**config.mk**
```make
export PLATFORM = sky130hd
export DESIGN_NAME = brent_pipe_addsub
export DESIGN_NICKNAME = d
export VERILOG_FILES = /design/src/rtl/brent_pkg.sv /design/src/rtl/brent_gp_cell.sv /design/src/rtl/brent_pipe_addsub.sv
export SDC_FILE = /design/constraint.sdc
export NUM_CORES = 1
export LEC_CHECK = 0
export ABC_CLOCK_PERIOD_IN_PS = 2400
export BUFFER_PORTS_ARGS = -buffer_cell sky130_fd_sc_hd__buf_4
export CELL_PAD_IN_SITES_DETAIL_PLACEMENT = 0
export CELL_PAD_IN_SITES_GLOBAL_PLACEMENT = 1
export CORE_AREA = 4 4 68 70
export DETAILED_ROUTE_END_ITERATION = 8
export DIE_AREA = 0 0 72 74
export GPL_ROUTABILITY_DRIVEN = 0
export MAX_ROUTING_LAYER = met4
export PLACE_DENSITY = 0.81
export SETUP_SLACK_MARGIN = 0.15
export SYNTH_ARGS = -nofsm -noshare
export SYNTH_HDL_FRONTEND = slang
export SYNTH_SLANG_ARGS = --single-unit
```
**constraint.sdc**
```tcl
create_clock -name clk -period 2.4 [get_ports clk]
set_clock_uncertainty 0.2 [all_clocks]
set_input_delay 0.48 -clock clk [delete_from_list [all_inputs] [get_ports clk]]
set_output_delay 0.48 -clock clk [all_outputs]
set_load 0.02 [all_outputs]
```
**src/rtl/brent_pkg.sv**
```systemverilog
`default_nettype none
// +--------------------------------------------------------------------------+
// | Package : brent_pkg                                                      |
// | Desc    : op encoding and elaboration helpers for the Brent-Kung adder   |
// | Rev     : 1.0  initial release                                           |
// +--------------------------------------------------------------------------+
package brent_pkg;

  localparam logic OP_ADD = 1'b0;
  localparam logic OP_SUB = 1'b1;

  function automatic int prefix_levels(input int width);
    int n;
    n = 0;
    while ((1 << n) < width) n++;
    return n;
  endfunction

  // Spread the stages evenly over the step chain; the last step always registers.
  function automatic bit stage_cut(input int level, input int stages, input int total);
    return ((level + 1) * stages / total) != (level * stages / total);
  endfunction

  function automatic int stage_index(input int level, input int stages, input int total);
    return (level + 1) * stages / total - 1;
  endfunction

  // Levels 1..n are the up-sweep, levels n+1..2n-1 the down-sweep fill.
  function automatic bit bk_combine(input int level, input int bit_i, input int n);
    int span;
    if (level <= n) begin
      span = 1 << level;
      return ((bit_i + 1) % span) == 0;
    end
    span = 1 << (2 * n - level);
    return (((bit_i + 1) % span) == span / 2) && (bit_i + 1 > span);
  endfunction

  function automatic int bk_dist(input int level, input int n);
    if (level <= n) return 1 << (level - 1);
    return 1 << (2 * n - level - 1);
  endfunction

endpackage
`default_nettype wire

```
**src/rtl/brent_gp_cell.sv**
```systemverilog
`default_nettype none
// +--------------------------------------------------------------------------+
// | Module  : brent_gp_cell                                                  |
// | Desc    : generate/propagate combine of a high and a low group           |
// | Rev     : 1.0  initial release                                           |
// +--------------------------------------------------------------------------+
module brent_gp_cell (
  input  logic gh,
  input  logic ph,
  input  logic gl,
  input  logic pl,
  output logic g,
  output logic p
);
  assign g = gh | (ph & gl);
  assign p = ph & pl;
endmodule
`default_nettype wire

```
**src/rtl/brent_pipe_addsub.sv**
```systemverilog
`default_nettype none
// +--------------------------------------------------------------------------+
// | Module  : brent_pipe_addsub                                              |
// | Desc    : pipelined Brent-Kung add/subtract with valid/ready handshake   |
// | Rev     : 1.0  initial release                                           |
// +--------------------------------------------------------------------------+
module brent_pipe_addsub
  import brent_pkg::*;
#(
  parameter int WIDTH       = 8,
  parameter int PIPE_STAGES = 2
) (
  input  logic             clk,
  input  logic             rst,
  input  logic             in_valid,
  output logic             in_ready,
  input  logic [WIDTH-1:0] a,
  input  logic [WIDTH-1:0] b,
  input  logic             cin,
  input  logic             sub,
  output logic             out_valid,
  input  logic             out_ready,
  output logic [WIDTH-1:0] sum,
  output logic             cout,
  output logic             ovf,
  output logic             zero
);
  localparam int c_n     = prefix_levels(WIDTH);
  localparam int c_m     = 1 << c_n;
  localparam int c_total = 2 * c_n + 1;
  localparam int c_hs_lo = 2 * c_m;
  localparam int c_c     = 2 * c_m + WIDTH;
  localparam int c_am    = c_c + 1;
  localparam int c_bm    = c_c + 2;
  localparam int c_bw    = c_c + 3;

  // Stage handshake: a stage can load when anything at or after it is empty.
  logic [PIPE_STAGES-1:0] r_valid, w_en, w_vin, w_load;

  assign w_vin     = PIPE_STAGES'({r_valid, in_valid});
  assign in_ready  = ~rst & w_en[0];
  assign out_valid = r_valid[PIPE_STAGES-1];

  for (genvar j = 0; j < PIPE_STAGES; j++) begin : g_flow
    assign w_en[j]   = out_ready | ~(&r_valid[PIPE_STAGES-1:j]);
    assign w_load[j] = w_en[j] & w_vin[j];
  end

  always_ff @(posedge clk or posedge rst) begin
    if (rst) begin
      r_valid <= '0;
    end else begin
      for (int j = 0; j < PIPE_STAGES; j++)
        if (w_en[j]) r_valid[j] <= w_vin[j];
    end
  end

  // Bus layout, LSB first: G[c_m], P[c_m], half-sum[WIDTH], c_eff, a msb, b_eff msb.
  logic [c_bw-1:0]  w_bus [2*c_n+1];
  logic [WIDTH-1:0] w_b_eff;
  logic             w_c_eff;
  logic [c_m-1:0]   w_a_pad, w_b_pad;

  assign w_b_eff = b ^ {WIDTH{sub == OP_SUB}};
  assign w_c_eff = cin ^ (sub == OP_SUB);

  always_comb begin
    w_a_pad = '0;
    w_b_pad = '0;
    w_a_pad[WIDTH-1:0] = a;
    w_b_pad[WIDTH-1:0] = w_b_eff;
  end

  assign w_bus[0] = {w_b_eff[WIDTH-1], a[WIDTH-1], w_c_eff, {WIDTH{1'b0}}, w_b_pad, w_a_pad};

  for (genvar k = 0; k < 2 * c_n; k++) begin : g_step
    logic [c_m-1:0]  w_g, w_p, w_go, w_po;
    logic [c_bw-1:0] w_comb;

    assign w_g = w_bus[k][c_m-1:0];
    assign w_p = w_bus[k][2*c_m-1:c_m];

    if (k == 0) begin : g_pre
      // Carry-in folds into bit 0 so G[i] becomes the carry out of bit i.
      always_comb begin
        w_go    = w_g & w_p;
        w_po    = w_g ^ w_p;
        w_go[0] = w_go[0] | (w_po[0] & w_bus[k][c_c]);
      end
      assign w_comb = {w_bus[k][c_bm:c_c], w_po[WIDTH-1:0], w_po, w_go};
    end else begin : g_tree
      for (genvar i = 0; i < c_m; i++) begin : g_bit
        if (bk_combine(k, i, c_n)) begin : g_cell
          localparam int c_d = bk_dist(k, c_n);
          brent_gp_cell u_cell (
            .gh(w_g[i]),
            .ph(w_p[i]),
            .gl(w_g[i-c_d]),
            .pl(w_p[i-c_d]),
            .g (w_go[i]),
            .p (w_po[i])
          );
        end else begin : g_pass
          assign w_go[i] = w_g[i];
          assign w_po[i] = w_p[i];
        end
      end
      assign w_comb = {w_bus[k][c_bw-1:c_hs_lo], w_po, w_go};
    end

    if (stage_cut(k, PIPE_STAGES, c_total)) begin : g_reg
      localparam int c_st = stage_index(k, PIPE_STAGES, c_total);
      logic [c_bw-1:0] r_q;
      always_ff @(posedge clk or posedge rst) begin
        if (rst) r_q <= '0;
        else if (w_load[c_st]) r_q <= w_comb;
      end
      assign w_bus[k+1] = r_q;
    end else begin : g_wire
      assign w_bus[k+1] = w_comb;
    end
  end

  logic [c_bw-1:0]  w_last;
  logic [WIDTH-1:0] w_carry, w_sum;
  logic             w_cout, w_ovf;
  logic             w_unused;

  assign w_last   = w_bus[2*c_n];
  assign w_carry  = {w_last[WIDTH-2:0], w_last[c_c]};
  assign w_sum    = w_last[c_c-1:c_hs_lo] ^ w_carry;
  assign w_cout   = w_last[WIDTH-1];
  assign w_ovf    = (w_last[c_am] ~^ w_last[c_bm]) & (w_sum[WIDTH-1] ^ w_last[c_am]);
  assign w_unused = ^{w_bus[0][c_c-1:c_hs_lo], w_last[c_hs_lo-1:0]};

  logic [WIDTH-1:0] r_sum;
  logic             r_cout, r_ovf, r_zero;

  always_ff @(posedge clk or posedge rst) begin
    if (rst) begin
      r_sum  <= '0;
      r_cout <= 1'b0;
      r_ovf  <= 1'b0;
      r_zero <= 1'b0;
    end else if (w_load[PIPE_STAGES-1]) begin
      r_sum  <= w_sum;
      r_cout <= w_cout;
      r_ovf  <= w_ovf;
      r_zero <= ~|w_sum;
    end
  end

  assign sum  = r_sum;
  assign cout = r_cout;
  assign ovf  = r_ovf;
  assign zero = r_zero;

endmodule
`default_nettype wire
```
==> results of run 1 <==
routing by layer:
metal	up-vias	global-route usage, %
met4	0	6.26
met3	5	2.97
met5	-	-
li1	570	-
met2	25	23.8
met1	562	18.2
tightest hold or removal path, cell delays in order:
cell,delay [ns]
buf_4,0.11
inv_1,0.06
buf_4,0.38
layout by cell type (no fill, tap or decap), drive strengths merged:
| cell | instances |
|---|---|
| buf | 35 |
| dfrtp | 33 |
| nand2 | 17 |
| mux2 | 17 |
| o21ai | 12 |
| xor2 | 11 |
| ha | 11 |
| a21oi | 9 |
| clkbuf | 7 |
| nand3 | 4 |
| nand2b | 3 |
| nor2 | 3 |
| xnor2 | 3 |
| inv | 2 |
| and3 | 2 |
| nand3b | 1 |
| nor3 | 1 |
| o31ai | 1 |
| or3 | 1 |
| a41oi | 1 |
| a21o | 1 |
| and2 | 1 |
| mux2i | 1 |
| and4 | 1 |
| a211oi | 1 |
| bufinv | 1 |
worst min-delay path by stage:
stage                                                endpoint  cells past startpoint
after global routing                       sum[7]$_DFFE_PP0P_                      3
after detailed placement                     zero$_DFFE_PP0P_                      2
after floorplan           g_step[3].g_reg.r_q[13]$_DFFE_PP0P_                      2
final                                      sum[5]$_DFFE_PP0P_                      3
after CTS                                  sum[1]$_DFFE_PP0P_                      3
after global placement                     sum[7]$_DFFE_PP0P_                      2
power by group through the flow:
stage	Clock, uW	Sequential [uW]	Combinational, uW
6_report	537	794	630
5_1_grt	570	812	688
4_1_cts	547	794	640
3_5_place_dp	0	803	635
3_3_place_gp	0	796	622
2_1_floorplan	0	873	324
cells by family after synthesis:
family | share of synthesized area (%)
mux | 13.8
xor+xnor | 7.62
simple gates | 10.7
compound gates | 8.21
buf+inv | 3.23
flops | 48.4
fa+ha+maj | 8.06
stage by stage:
step	total power [uW]	area, um^2	instances	utilization (%)	hold WS [ns]
finish	1960	2100	230	52.9	0.118
global route	2070	2100	230	52.9	0.177
CTS	1980	2100	230	52.9	0.132
detailed placement	1440	1980	222	50.0	0.271
global placement	1420	1980	222	50.0	0.263
floorplan	1200	1710	141	-	0.249
cell type report:
type / count / area share [%]
flip-flops and latches: 33 / 39.3
multi-input cells: 102 / 39.3
repair buffers: 35 / 12.5
clock buffers: 7 / 4.11
well taps: 50 / 2.98
clock inverters: 1 / 1.43
inverters: 2 / 0.357
registers in the layout, indices dropped and copies added (netlist names):
name	flops
cout	1
g_step.g_reg.r_q	20
ovf	1
r_valid	2
sum	8
zero	1
cells in the mapped netlist, types with 2 or more instances:
library cell,number,area [um^2]
a21oi_1,9,45.0
nand3_1,4,20.0
dfrtp_1,33,826
mux2_2,8,90.1
and3_1,2,12.5
nor2_1,3,11.3
ha_1,11,138
xnor2_1,2,17.5
buf_6,2,22.5
inv_1,2,7.51
nand2b_1,3,18.8
mux2_4,9,135
xor2_1,11,96.3
o21ai_0,10,50.1
nand2_1,15,56.3
==> flow_summary.json, run 1 <==
{
  "drt-vias-per-instance": 5.05,
  "swShare_pct": 31.2,
  "portBuffers": 34,
  "layout-drive-gt1-share_pct": 35.6,
  "min_period_ns": 1.89,
  "rr_startpoint": "g_step[3].g_reg.r_q[3]$_DFFE_PP0P_",
  "highest_layer": "met4",
  "diodes": 0,
  "cts_sinks": 33,
  "register_area_um2": 826,
  "rsz0062_at_grt": "no",
  "ys_async_sr_fraction_pct": 100,
  "synth_edf_count": 0,
  "critical_path_class": "flip-flop to output pin",
  "cts_max_level": 2,
  "synth.distinct_cells": 32,
  "p_per_area_nw_per_um2": 933,
  "wl_met3_um": 144,
  "fin_nets": 212,
  "syn_area_per_cell_um2": 12.1,
  "drt_wl_total_um": 3360,
  "cp-endpoint": "in_ready",
  "drc": 0,
  "clockRootBuffer": "clkbuf_8",
  "setup_viol_count_final": 0,
  "grt_pass1_vias": 1243,
  "die_area_um2": 5330,
  "power_frac_clock_pct": 27.4,
  "area_growth_pct": 23.1,
  "ctsResizeCount": 0,
  "grt_pass1_wl_um": 5840,
  "cts_tree": "built",
  "crit_start": "r_valid[0]$_DFFE_PP0N_",
  "max_cap_violations": 0,
  "vias": 1162,
  "wl_met2_um": 1660,
  "cp_top_family": "flip-flops",
  "drtIter0Drc": 40,
  "clock_path_buffers": 2,
  "ys.flop_type": "dfrtp_1",
  "clk_latency_ns": 0.28,
  "cp_slowest_cell": "dfrtp_1",
  "grt-ovfl-total": 0,
  "synthesis.nets": 174,
  "endpoint_kind": "output pin",
  "power_frac_comb_pct": 32.1,
  "std_cell_rows": 23,
  "syn_area_um2": 1710,
  "holdBufCountCts": 0,
  "relSlewSlack_pct": 72.3,
  "yosysWarnings": 0,
  "fp.dieH_um": 74,
  "tightest_slew_ns": 0.416,
  "cp_cell_sequence": "nand3b_4, and2_1, buf_4",
  "start_util_pct": 43.0,
  "grt_max_degree": 34,
  "cp_max_fo": 5,
  "worstPathRequired_ns": 1.72,
  "min_period_over_period_pct": 78.9,
  "place_hpwl_um": 2550,
  "r2r-end": "ovf$_DFFE_PP0P_",
  "setup_slack_ns": 0.506,
  "crit_arrival_ns": 1.21,
  "fmax_ghz": 0.528,
  "yosysSeqAreaShare_pct": 48.4,
  "cp.depth": 3,
  "p_int_uw": 1350,
  "r2r_slack_ns": 0.56,
  "dp_slack_ns": 0.291,
  "power_switching_uw": 611,
  "seq_power_share_pct": 40.5,
  "wire_per_inst_um": 14.6,
  "fillers": 355,
  "ir_drop_uv": 316,
  "syn_inst": 141,
  "die_w_um": 72,
  "grt_use_total_pct": 14.8,
  "critPathBufInv": 1,
  "fin_tns_setup_ns": 0,
  "numCtsBuffers": 5,
  "postCtsSetupBuffers": 0,
  "startpoint_type": "flip-flop",
  "boundaryPins": 35,
  "slew_violations": 0,
  "finalHoldViolCount": 0,
  "antenna_left": 0,
  "leakagePower_uw": 0.00103,
  "design.core.area_um2": 3970,
  "critical-path-max-stage-delay_ns": 0.46,
  "hold_class": "primary input to async pin",
  "wl_met1_um": 1500,
  "antenna_found_initial": 0,
  "multiInputGateArea_um2": 826,
  "reg2reg_depth": 6,
  "clk_pin_slew_ns": 0.07,
  "ys_ff_latch": 33,
  "status": "complete, no violations",
  "dr.pass1.iters": 4
}
Note: power is estimated with default switching activity, not from simulation.
==> inputs of run 2 (changes only) <==
Settings changed: ABC_AREA set to 1, ABC_CLOCK_PERIOD_IN_PS 2400 to 1650, CORE_AREA 4 4 68 70 to 4 4 74 76, DIE_AREA 0 0 72 74 to 0 0 78 80, PLACE_DENSITY 0.81 to 0.75.
Clock period 2.4 ns to 1.65 ns, I/O delays scaled along.
==> flow_summary.json, run 2 <==
{
  "worstPathRequired_ns": 1.12,
  "yosysSeqAreaShare_pct": 49.2,
  "drc": 0,
  "drt-vias-per-instance": 4.20,
  "cts_max_level": 2,
  "diodes": 0,
  "cts_sinks": 33,
  "antenna_found_initial": 0,
  "synthesis.nets": 228,
  "largest-register": "g_step.g_reg.r_q",
  "portBuffers": 34,
  "fin_nets": 283,
  "drtIter0Drc": 66,
  "hold_class": "primary input to flip-flop",
  "syn_area_um2": 1680,
  "clockRootBuffer": "clkbuf_8",
  "layout-drive-gt1-share_pct": 32.7,
  "relSlewSlack_pct": 72.8,
  "layout_commonest_cell": "nand2_1",
  "slew_violations": 0,
  "grt_use_total_pct": 12.7,
  "clk_pin_slew_ns": 0.06,
  "rsz0062_at_grt": "yes",
  "synth-compound-area-share_pct": 6.18,
  "antenna_left": 0,
  "vias": 1337,
  "critical_path_class": "flip-flop to output pin",
  "ys.flop_type": "dfrtp_1",
  "start_util_pct": 35.5,
  "grt_pass1_wl_um": 5980,
  "yosysTopAreaCell": "dfrtp_1",
  "syn_area_per_cell_um2": 8.61,
  "ys_ff_latch": 33,
  "p_per_area_nw_per_um2": 1140,
  "std_cell_rows": 25,
  "max_cap_violations": 0,
  "syn_inst": 195,
  "ys_top_cells_by_count": "nand2_1, dfrtp_1, inv_1, nor2_1, xor2_1",
  "grt_max_degree": 34,
  "crit_arrival_ns": 1.01,
  "ys_async_sr_fraction_pct": 100,
  "finalHoldViolCount": 0,
  "boundaryPins": 35,
  "ir_drop_uv": 340,
  "wire_per_inst_um": 10.5,
  "tightest_slew_ns": 0.408,
  "synth_top_family_by_area": "simple AND/OR/NAND/NOR gates",
  "dr.pass1.iters": 4,
  "place_hpwl_um": 2510,
  "die_area_um2": 6240,
  "whs_ns": 0.0845,
  "min_period_over_period_pct": 93.3,
  "synth_edf_count": 0,
  "final_core_util_pct": 49.0,
  "area_growth_pct": 37.9,
  "final_cell_mix": "nand2_1, buf_4, dfrtp_1",
  "setup_slack_ns": 0.111,
  "numCtsBuffers": 5,
  "grt-ovfl-total": 0,
  "synth.area.mux_share_pct": 0,
  "status": "complete, no violations",
  "fmax_ghz": 0.650,
  "synth_top_area_share_pct": 49.2,
  "clk_latency_ns": 0.28,
  "cts_tree": "built",
  "drt_wl_total_um": 3350,
  "synth_area_leaders": "dfrtp_1, nand2_1, ha_1",
  "die_w_um": 78,
  "endpoint_kind": "output pin",
  "synthMostInstantiatedCell": "nand2_1",
  "synth_adder_area_share_pct": 8.20,
  "leakagePower_uw": 0.00121,
  "dp_slack_ns": -0.129,
  "synth_xor_area_share_pct": 6.78,
  "synth_simple_gate_area_share_pct": 23.5,
  "setup_viol_count_final": 0,
  "startpoint_type": "flip-flop",
  "fp.dieH_um": 80,
  "clock_path_buffers": 2,
  "cp_max_fo": 2,
  "min_period_ns": 1.54,
  "synth.distinct_cells": 27,
  "grt_pass1_vias": 1336,
  "design.core.area_um2": 4720,
  "yosysWarnings": 0,
  "largest_reg_flops": 20
}
==> run 2: cell types whose count changed in the layout (fill, tap and decap cells not counted), moves of 5 or more <==
cell     previous run  this run
nor2_1              3        10
buf_4              35        49
a21oi_1             9         3
mux2_2              8         0
inv_1               2        11
inv_2               0         5
nand2_2             1         7
mux2_4              9         0
nand2_1            15        67
==> run 2: path summary, 6_finish.rpt <==
kind	slack, ns	start	depth (start not counted)	to
max	0.11	r_valid[1]$_DFFE_PP0N_	4	in_ready
max in group asynchronous	0.45	rst	4	sum[0]$_DFFE_PP0P_
min	0.08	in_valid	3	r_valid[0]$_DFFE_PP0N_
min in group asynchronous	0.50	rst	4	r_valid[1]$_DFFE_PP0N_
max reg2reg	0.14	g_step[3].g_reg.r_q[3]$_DFFE_PP0P_	8	ovf$_DFFE_PP0P_
min reg2reg	0.28	g_step[3].g_reg.r_q[18]$_DFFE_PP0P_	2	g_step[3].g_reg.r_q[18]$_DFFE_PP0P_
==> run 2: power breakdown <==
part / switching (uW) / total, uW / internal (uW)
Combinational: 516 / 971 / 455
Clock: 269 / 568 / 299
Sequential: 104 / 1090 / 988
Total: 889 / 2630 / 1740
==> run 2: layout make-up <==
cell class	count	area, um^2
inverters	18	73.8
flip-flops and latches	33	826
clock buffers	8	80.1
well taps	67	83.8
fillers	480	2410
multi-input cells	139	823
repair buffers	53	429
==> run 2: per-layer routing <==
layer	up-vias	part of all wire (%)	routed length (um)	track usage, %
li1	712	-	-	-
met2	31	43	1420	18.4
met5	-	0	0	-
met3	6	5.3	178	3.72
met1	588	50	1670	16.3
met4	0	2.2	73	5.77
==> run 2: cells by family (layout without fill, tap and decap cells) <==
group | count (synthesis) | after routing
AO/OA/AOI/OAI | 19 | 19
XOR/XNOR | 13 | 13
adder cells (fa/ha/maj) | 11 | 11
buffers and inverters | 23 | 79
flip-flops | 33 | 33
AND/OR/NAND/NOR | 96 | 96
==> run 2: what timing repair did <==
action	4_1_cts	5_1_grt
endpoints found under the hold margin	33	0
endpoints found under the setup margin	4	13
hold buffers	1	0
resized for setup	12	12
buffers inserted	3	1
pin swaps	6	11
==> run 2: through the flow <==
stage	total power [uW]	instances	instance area [um^2]	TNS, ns
5_1_grt	2840	318	2320	-0.00913
3_3_place_gp	1970	305	2110	-0.284
6_report	2630	318	2320	0
4_1_cts	2640	317	2270	0
3_5_place_dp	1970	305	2110	-0.345
2_1_floorplan	1600	195	1690	0
==> run 2: critical path, cell delays in order (launching register included) <==
cell and delay, ns:
dfrtp_1 0.39, nand2_2 0.08, nor2_2 0.04, nor2_1 0.08
buf_4 0.14
==> inputs of run 3 (changes only) <==
Settings changed: CORE_AREA 4 4 74 76 to 4 4 75 77, DIE_AREA 0 0 78 80 to 0 0 79 81, PLACE_DENSITY 0.75 to 0.74.
==> flow_summary.json, run 3 (synthesized netlist as in run 2, its figures left out) <==
{
  "hold_class": "primary input to flip-flop",
  "design.core.area_um2": 5010,
  "min_period_over_period_pct": 95.4,
  "status": "complete, no violations",
  "grt_pass1_vias": 1399,
  "dr.pass1.iters": 4,
  "layout_commonest_cell": "nand2_1",
  "cp_max_fo": 3,
  "antenna_found_initial": 0,
  "vias": 1363,
  "worstPathRequired_ns": 1.12,
  "layout-drive-gt1-share_pct": 33.5,
  "dp.cells": 305,
  "grt-ovfl-total": 0,
  "critical-path-max-stage-delay_ns": 0.39,
  "grt_pass1_wl_um": 6220,
  "setup_viol_count_final": 0,
  "finalHoldViolCount": 0,
  "ir_drop_uv": 336,
  "relSlewSlack_pct": 72.0,
  "cp_cell_sequence": "inv_2, nor2_4, nor2_2, buf_6",
  "grt_use_total_pct": 12.7,
  "slew_violations": 0,
  "fillers": 554,
  "fin_nets": 283,
  "critical_path_class": "flip-flop to output pin",
  "boundaryPins": 35,
  "drtIter0Drc": 54,
  "clk_latency_ns": 0.28,
  "diodes": 0,
  "rsz0062_at_grt": "yes",
  "max_cap_violations": 0,
  "fp.dieH_um": 81,
  "register_area_um2": 826,
  "multiInputGateArea_um2": 842,
  "tightest_slew_ns": 0.420,
  "numCtsBuffers": 5,
  "final_cell_mix": "nand2_1, buf_4, dfrtp_1",
  "area_growth_pct": 41.1,
  "largest_reg_flops": 20,
  "cp_top_family": "flip-flops",
  "p_per_area_nw_per_um2": 1120,
  "fmax_ghz": 0.635,
  "grt_max_degree": 34,
  "clockRootBuffer": "clkbuf_8",
  "portBuffers": 34,
  "critPathBufInv": 2,
  "die_w_um": 79,
  "clock_path_buffers": 2,
  "min_period_ns": 1.57,
  "start_util_pct": 33.5,
  "cts_max_level": 2,
  "crit_arrival_ns": 1.04,
  "fin_cells": 321,
  "cts_sinks": 33,
  "leakagePower_uw": 0.00123,
  "largest-register": "g_step.g_reg.r_q",
  "drt_wl_total_um": 3610,
  "cp_slowest_cell": "dfrtp_1",
  "die_area_um2": 6400,
  "clk_pin_slew_ns": 0.07,
  "drt-vias-per-instance": 4.25,
  "wire_per_inst_um": 11.2,
  "startpoint_type": "flip-flop",
  "drc": 0,
  "antenna_left": 0,
  "endpoint_kind": "output pin",
  "cts_tree": "built",
  "finalPower_uw": 2660,
  "place_hpwl_um": 2600,
  "std_cell_rows": 26
}
-- run 3: cell count changes in the layout (fill, tap and decap cells not counted), moves of 2 or more --
cell	delta
buf_4	-3
nand2_1	+4
nor2_1	-2
buf_6	+2
clkbuf_1	-2
clkinv_2	+2
nand2_2	-4
-- run 3: final timing paths --
kind	startpoint	endpoint	slack, ns	cells past startpoint
min in group asynchronous	rst	r_valid[0]$_DFFE_PP0N_	0.51	4
worst max-delay path	r_valid[0]$_DFFE_PP0N_	in_ready	0.08	4
worst min register to register	zero$_DFFE_PP0P_	zero$_DFFE_PP0P_	0.27	2
worst max register to register	g_step[3].g_reg.r_q[5]$_DFFE_PP0P_	ovf$_DFFE_PP0P_	0.13	8
max in group asynchronous	rst	sum[0]$_DFFE_PP0P_	0.44	4
worst min-delay path	a[7]	g_step[3].g_reg.r_q[25]$_DFFE_PP0P_	0.08	3
-- run 3: timing repair --
action | CTS | global route
endpoints found under the setup margin | 4 | 8
gates resized for setup | 10 | 19
hold endpoints to repair | 33 | 0
hold buffers | 1 | 0
cloned | 0 | 1
pin swaps | 5 | 14
buffers inserted | 3 | 3
-- run 3: layout make-up --
type	instances	share of cell area (%)
Inverter	18	3.22
Clock buffer	6	3.06
Clock inverter	2	0.423
Multi-Input combinational cell	139	35.6
Sequential cell	33	34.9
Timing Repair Buffer	53	19.2
Tap cell	70	3.70
-- run 3: worst register-to-register path, cell delays in order, from the launching register on --
cell     delay (ns)
dfrtp_1        0.36
inv_1          0.11
o21ai_4        0.08
ha_4           0.16
nor2_4         0.09
xor2_2         0.19
o21ai_1        0.09
nand2_1        0.06
o21ai_1        0.06
-- run 3: report_power, final --
group	internal, uW	leakage (uW)	switching, uW
Clock	292	0.0000450	277
Sequential	988	0.000403	109
Combinational	465	0.000786	531
-- run 3: metrics by stage --
step                      area, um^2  hold slack, ns  setup WS, ns  util (%)  TNS (ns)
final                           2370          0.0803        0.0757      47.3         0
after global routing            2370          0.0906       -0.0217      47.3   -0.0217
after CTS                       2250          0.0739        0.0822      44.9         0
after detailed placement        2090           0.257        -0.122      41.7    -0.267
after global placement          2090           0.256       -0.0998      41.7    -0.206
after floorplan                 1690           0.243        0.0121         -         0
-- run 3: metal layers --
| layer | wire length [um] | GRT usage [%] |
|---|---|---|
| met1 | 1690 | 16.4 |
| met2 | 1670 | 19.7 |
| met3 | 201 | 3.10 |
| met4 | 51 | 4.12 |
| met5 | 0 | - |
